`config.mk`:
```
export PLATFORM = sky130hd
export DESIGN_NAME = serial_addsub
export DESIGN_NICKNAME = d
export VERILOG_FILES = /design/src/rtl/serial_addsub_pkg.sv /design/src/rtl/serial_addsub_digit.sv /design/src/rtl/serial_addsub.sv
export SDC_FILE = /design/constraint.sdc
export NUM_CORES = 1
export LEC_CHECK = 0
export BUFFER_PORTS_ARGS = -buffer_cell sky130_fd_sc_hd__clkbuf_2
export CORE_ASPECT_RATIO = 0.75
export CORE_MARGIN = 4
export CORE_UTILIZATION = 35
export CTS_CLUSTER_SIZE = 20
export DETAILED_ROUTE_END_ITERATION = 16
export PLACE_DENSITY = 0.6
export SKIP_CTS_REPAIR_TIMING = 1
export SLEW_MARGIN = 10
export SYNTH_ARGS = -nofsm -noshare
export SYNTH_HDL_FRONTEND = slang
export SYNTH_SLANG_ARGS = --single-unit
```
`constraint.sdc`:
```
create_clock -name clk -period 2.9 [get_ports clk]
set_input_delay 0.435 -clock clk [delete_from_list [all_inputs] [get_ports clk]]
set_output_delay 0.435 -clock clk [all_outputs]
set_load 0.1 [all_outputs]
```
`src/rtl/serial_addsub_pkg.sv`:
```
// Shared definitions for the digit-serial adder/subtractor: FSM states,
// operation encodings for the sub input, and counter sizing.
package serial_addsub_pkg;

    typedef enum logic [1:0] {
        IDLE = 2'd0,
        RUN  = 2'd1,
        DONE = 2'd2
    } state_e;

    localparam logic OP_ADD = 1'b0;
    localparam logic OP_SUB = 1'b1;

    // Counter must hold indices 0..N-1; at least one bit even when N == 1.
    function automatic int cnt_width(input int width, input int digit);
        int n;
        n = width / digit;
        return (n <= 1) ? 1 : $clog2(n);
    endfunction

endpackage

```
`src/rtl/serial_addsub_digit.sv`:
```
// Combinational DIGIT-wide ripple of full-adder stages. Also exposes the
// carry into the top bit of the digit so the caller can form signed overflow.
module addsub_digit #(
    parameter int DIGIT = 1
) (
    input  logic [DIGIT-1:0] a_dig,
    input  logic [DIGIT-1:0] b_dig,
    input  logic             c_in,
    output logic [DIGIT-1:0] s_dig,
    output logic             c_out,
    output logic             c_top
);

    logic carry;

    // Ripple the carry through each bit; c_top keeps the carry entering the last bit.
    always_comb begin
        s_dig = '0;
        carry = c_in;
        c_top = c_in;
        for (int i = 0; i < DIGIT; i++) begin
            s_dig[i] = a_dig[i] ^ b_dig[i] ^ carry;
            c_top    = carry;
            carry    = (a_dig[i] & b_dig[i]) | (carry & (a_dig[i] ^ b_dig[i]));
        end
        c_out = carry;
    end

endmodule

```
`src/rtl/serial_addsub.sv`:
```
// Digit-serial adder/subtractor. Operands are captured on the accept edge and
// consumed DIGIT bits per clock, LSB first; the result fills sum from the MSB
// end so that after N digits it is correctly aligned.
module serial_addsub
    import serial_addsub_pkg::*;
#(
    parameter int WIDTH = 8,
    parameter int DIGIT = 1
) (
    input  logic             clk,
    input  logic             rst_n,
    input  logic             start,
    input  logic [WIDTH-1:0] a,
    input  logic [WIDTH-1:0] b,
    input  logic             cin,
    input  logic             sub,
    output logic             busy,
    output logic             done,
    output logic [WIDTH-1:0] sum,
    output logic             cout,
    output logic             ovf
);

    localparam int N     = WIDTH / DIGIT;
    localparam int CNT_W = cnt_width(WIDTH, DIGIT);
    localparam logic [CNT_W-1:0] LAST = CNT_W'(N - 1);

    state_e             state_q, state_d;
    logic [WIDTH-1:0]   a_q, a_d;
    logic [WIDTH-1:0]   b_q, b_d;
    logic [WIDTH-1:0]   sum_q, sum_d;
    logic [CNT_W-1:0]   cnt_q, cnt_d;
    logic               carry_q, carry_d;
    logic               cout_q, cout_d;
    logic               ovf_q, ovf_d;

    logic               accept;
    logic               last;
    logic [DIGIT-1:0]   dig_sum;
    logic               dig_cout;
    logic               dig_ctop;
    logic [WIDTH+DIGIT-1:0] sum_wide;

    addsub_digit #(
        .DIGIT (DIGIT)
    ) u_digit (
        .a_dig (a_q[DIGIT-1:0]),
        .b_dig (b_q[DIGIT-1:0]),
        .c_in  (carry_q),
        .s_dig (dig_sum),
        .c_out (dig_cout),
        .c_top (dig_ctop)
    );

    assign accept   = start && ((state_q == IDLE) || (state_q == DONE));
    assign last     = (cnt_q == LAST);
    assign sum_wide = {dig_sum, sum_q};

    // State register; reset aborts any operation in flight.
    always_ff @(posedge clk or negedge rst_n) begin
        if (!rst_n) begin
            state_q <= IDLE;
        end else begin
            state_q <= state_d;
        end
    end

    // Next-state: accept from IDLE or DONE, leave RUN after the last digit.
    always_comb begin
        state_d = state_q;
        case (state_q)
            IDLE:    if (accept) state_d = RUN;
            RUN:     if (last) state_d = DONE;
            DONE:    state_d = accept ? RUN : IDLE;
            default: state_d = IDLE;
        endcase
    end

    // Output decode: busy while digits are processed, done for the single DONE cycle.
    always_comb begin
        busy = (state_q == RUN);
        done = (state_q == DONE);
    end

    // Datapath next values: load on accept, shift one digit per RUN cycle, else hold.
    always_comb begin
        a_d     = a_q;
        b_d     = b_q;
        sum_d   = sum_q;
        cnt_d   = cnt_q;
        carry_d = carry_q;
        cout_d  = cout_q;
        ovf_d   = ovf_q;
        if (state_q == RUN) begin
            a_d     = a_q >> DIGIT;
            b_d     = b_q >> DIGIT;
            sum_d   = sum_wide[WIDTH+DIGIT-1:DIGIT];
            carry_d = dig_cout;
            cnt_d   = cnt_q + 1'b1;
            if (last) begin
                cout_d = dig_cout;
                ovf_d  = dig_ctop ^ dig_cout;
            end
        end else if (accept) begin
            a_d     = a;
            b_d     = (sub == OP_SUB) ? ~b : b;
            carry_d = cin ^ sub;
            cnt_d   = '0;
        end
    end

    // Datapath registers.
    always_ff @(posedge clk or negedge rst_n) begin
        if (!rst_n) begin
            a_q     <= '0;
            b_q     <= '0;
            sum_q   <= '0;
            cnt_q   <= '0;
            carry_q <= 1'b0;
            cout_q  <= 1'b0;
            ovf_q   <= 1'b0;
        end else begin
            a_q     <= a_d;
            b_q     <= b_d;
            sum_q   <= sum_d;
            cnt_q   <= cnt_d;
            carry_q <= carry_d;
            cout_q  <= cout_d;
            ovf_q   <= ovf_d;
        end
    end

    assign sum  = sum_q;
    assign cout = cout_q;
    assign ovf  = ovf_q;

endmodule

```
Word-level counts from Yosys, hierarchy flattened
Index checks and enable logic that the tools add are counted.
{"block": "classes", "addsub": 1, "eq_ne": 5, "muxes": 13, "bitwise": 8, "n_reduce_logical": 6}
{"cell": "8-bit two-way mux", "n": 5}
{"cell": "8-bit inverter", "n": 1}
{"cell": "3-bit two-way mux", "n": 2}
{"cell": "2-bit one-hot mux with 3 select lines", "n": 1}
{"cell": "2-bit two-way mux", "n": 2}
{"cell": "2-bit AND reduction", "n": 2}
{"cell": "1-bit bitwise XOR", "n": 4}
{"cell": "3-bit by 1-bit adder with 3-bit output (second input constant)", "n": 1}
{"cell": "3-bit equality test (second input constant)", "n": 1}
{"cell": "1-bit two-way mux", "n": 3}
{"cell": "1-bit bitwise AND", "n": 2}
{"cell": "2-bit by 1-bit equality test with 1-bit output (second input constant)", "n": 1}
{"cell": "2-bit equality test (second input constant)", "n": 1}
{"cell": "2-bit logical NOT", "n": 1}
{"cell": "2-bit by 1-bit inequality test with 1-bit output (second input constant)", "n": 1}
{"cell": "2-bit inequality test (second input constant)", "n": 1}
{"cell": "2-bit nonzero test", "n": 1}
{"cell": "1-bit logical AND", "n": 1}
{"cell": "1-bit logical OR", "n": 1}
{"cell": "1-bit OR", "n": 1}
{"block": "totals", "ff_bits": 32, "input_bits": 21, "out_inout_bits": 12, "word_cells": 41}

Depth between registers and ports, before layout
{"block": "depth", "ltp_word": 5, "mapped_depth": 5}

Hierarchy
A second synthesis with hierarchy kept.
{"block": "unflattened", "hier_cells": 108, "area_unflattened_um2": 1438.9}
{"module": "serial_addsub", "instances": 1, "cells_each": 106, "area_per_inst_um2": 1411.4, "seq_area_each_um2": 800.8}
{"module": "addsub_digit", "instances": 1, "cells_each": 2, "area_per_inst_um2": 27.5, "seq_area_each_um2": 0.0}

Least setup slack after synthesis
No wires, ideal clock.
{"block": "synth_path", "path_type": "flip-flop to output port", "from": "register state_q[1]", "to": "output port done", "arrival_ns": 1.731, "required_ns": 2.465, "slack_ns": 0.734, "path_stages_with_launch": 2, "n_path_buf": 0, "cell_sequence": "dfrtp_1 -> nor2b_1"}
{"block": "synth_via", "elab_chain_cells": 1}
{"element": "start: declaration", "line_no": "serial_addsub.sv:28", "source": "state_e state_q, state_d;"}
{"element": "start signal: assignment", "line_no": "serial_addsub.sv:64", "source": "state_q <= state_d;"}
{"element": "2-bit equality test", "line_no": "serial_addsub.sv:82", "source": "done = (state_q == DONE);"}
{"element": "end: declaration", "line_no": "serial_addsub.sv:18", "source": "output logic done,"}
No other way between the ends.

Final worst setup path
{"block": "layout_path", "from": "register state_q[0]", "to": "output port busy"}
{"block": "layout_via", "elab_chain_cells": 1}
{"element": "2-bit by 1-bit equality test with 1-bit output", "line_no": "serial_addsub.sv:81", "source": "busy = (state_q == RUN);"}
{"element": "end: declaration", "line_no": "serial_addsub.sv:17", "source": "output logic busy,"}
No other way between the ends.

==> reports/metrics.yaml <==
run_status:
  status: "complete, no violations"
synth:
  netlist_area_um2: 1430
  ys_async_sr_fraction_pct: 100
  yosys_register_bits: 32
  synthTopCellsByArea: "dfrtp_1 (56%), mux2_2 (7.9%), a22o_1 (6.7%)"
  synth_area_per_cell_um2: 13.4
  yosysTopAreaCell: "dfrtp_1"
  synthesis.nets: 131
  synth-main-ff-cell: "dfrtp_1"
  yosysMostFrequentCell: "dfrtp_1"
  synth_warnings: 0
  netlist_top_cells_count: "dfrtp_1 (32), a22o_1 (11), mux2_2 (10), xnor2_1 (9)"
  ys_seq_area_share_pct: 55.9
  netlist.area_leader.share_pct: 55.9
  syn_inst: 107
  yosysUniqueCellTypes: 22
  synth_edf_count: 0
route:
  vias_per_cell: 4.90
  wire_per_inst_um: 13.5
  dr.pass1.iters: 4
  final_antenna_net_count: 0
  wl_mm: 2.59
  drc_errors: 0
  vias: 940
  drt-initial-drc-count: 76
finish:
  fin_area_um2: 1690
  fin_nets: 163
  num-fill-cells: 383
  antenna_cells: 0
  drive_above_1_share_pct: 36.4
  synthToLayoutAreaGrowth_pct: 18.2
  post-route-util_pct: 44.5
run:
  drv_cap: 0
timing:
  clock-skew-final_ns: 0.00280
  worst_slew_pin_slew_ns: 0.807
  max_freq_mhz: 523
  rsz0062_at_grt: "no"
  hold_violations: 0
  finalWorstPathRequiredPeriod_ns: 1.91
  slew_violations: 0
  hold_slack_ns: 0.229
  period_share_pct: 65.9
  slew_headroom_pct: 46.1
  tns_ns: 0
  setup_viol: 0
critical_path:
  worstSetupStartpointType: "flop"
  crit_type: "flop to output port"
  required_ns: 2.47
  cp-end-kind: "output port"
  critPathMaxFanout: 10
  arrival_ns: 1.48
grt:
  grt_pass1_vias: 992
  grt_pass1_wl_mm: 4.60
  grt_usage_pct: 11.4
  gr-total-overflow: 0
  grt_max_degree: 33
  antenna_found_initial: 0
placed_design:
  dpl_cell_area_um2: 1600
  portBuffers: 32
  gp_congestion: 0.645
  dpl.hpwl_mm: 1.87
cts:
  h-tree-depth: 2
  cts.sinks: 32
  cts-root-buf: "clkbuf_8"
  cts_buffers: 5
  path_clk_slew_ns: 0.06
  cts_buffer_depth: 2
  tritoncts: "built"
  clock_latency_ns: 0.27
die:
  row_count: 19
  die_h_um: 63.4
  ioPinCount: 33
  die_w_um: 81.8
  start_util_pct: 37.6
  die_area_um2: 5190
  coreArea_um2: 3800
min_path:
  min_path_type: "input pin to asynchronous set/reset pin"
-- layer usage --
layer | vias to the layer above | part of all wire, % | GRT usage, %
li1 | 449 | - | -
met1 | 467 | 48 | 15.7
met2 | 24 | 45 | 16.6
met3 | 0 | 6.2 | 4.42
met4 | 0 | 0 | 3.11
met5 | - | 0 | 0
-- cell usage in the layout, fill, tap and decap left out, drive strengths merged --
master  synthesis  routed
xor2            1       1
nor2            9       9
inv             1       1
o21ai           1       1
dfrtp          32      32
ha              2       2
buf             7       1
fa              1       1
xnor2           9       9
a221o           8       8
a21oi           2       2
mux2           10      10
clkbuf          1      40
a22o           11      11
a21o            7       7
nor2b           3       3
nand2b          1       1
and2            1       1
-- stage by stage --
step | setup slack (ns) | cells
2_1_floorplan | 0.734 | 107
3_3_place_gp | 1.02 | 184
3_5_place_dp | 0.926 | 184
4_1_cts | 0.984 | 192
5_1_grt | 0.912 | 192
6_report | 0.988 | 192
-- logic make-up (layout without fill, tap and decap cells) --
logic type	Yosys count	count (layout)	synth area share, %
buffers and inverters	9	42	4.63
flip-flops	32	32	55.9
adder cells (fa/ha/maj)	3	3	3.15
AO/OA/AOI/OAI	29	29	17.0
AND/OR/NAND/NOR	14	14	5.25
XOR/XNOR	10	10	6.12
multiplexers	10	10	7.87
-- state kept, by name, indices dropped and copies added (netlist names) --
| register | count |
|---|---|
| a_q | 8 |
| b_q | 8 |
| sum | 8 |
| cnt_q | 3 |
| state_q | 2 |
| carry_q | 1 |
| cout | 1 |
| ovf | 1 |
-- critical path, cell delays in order, from the launching register on --
cell and delay (ns):
dfrtp_1 0.38, nor2b_4 0.31, clkbuf_2 0.51
-- final cells by class --
cell class	count	area [µm²]	area share, %
inverters	1	3.75	0.222
multi-input cells	66	564	33.4
repair buffers	33	168	9.91
well taps	52	65.1	3.85
flip-flops and latches	32	801	47.3
clock buffers	8	90.1	5.33
-- worst paths after layout --
kind / depth (start not counted) / from / to / slack, ns
min reg2reg: 1 / a_q[5] / a_q[5] / 0.48
min in group clk: 2 / a[7] / a_q[7] / 0.40
min: 1 / rst_n / sum[7] / 0.23
max: 2 / state_q[0] / busy / 0.99
max in group asynchronous: 1 / rst_n / b_q[6] / 2.18
max reg2reg: 3 / state_q[0] / b_q[3] / 1.05
Power is left out: the tool's default activity adds up to more than one toggle a clock period on the data nets, which glitch-free logic cannot reach.
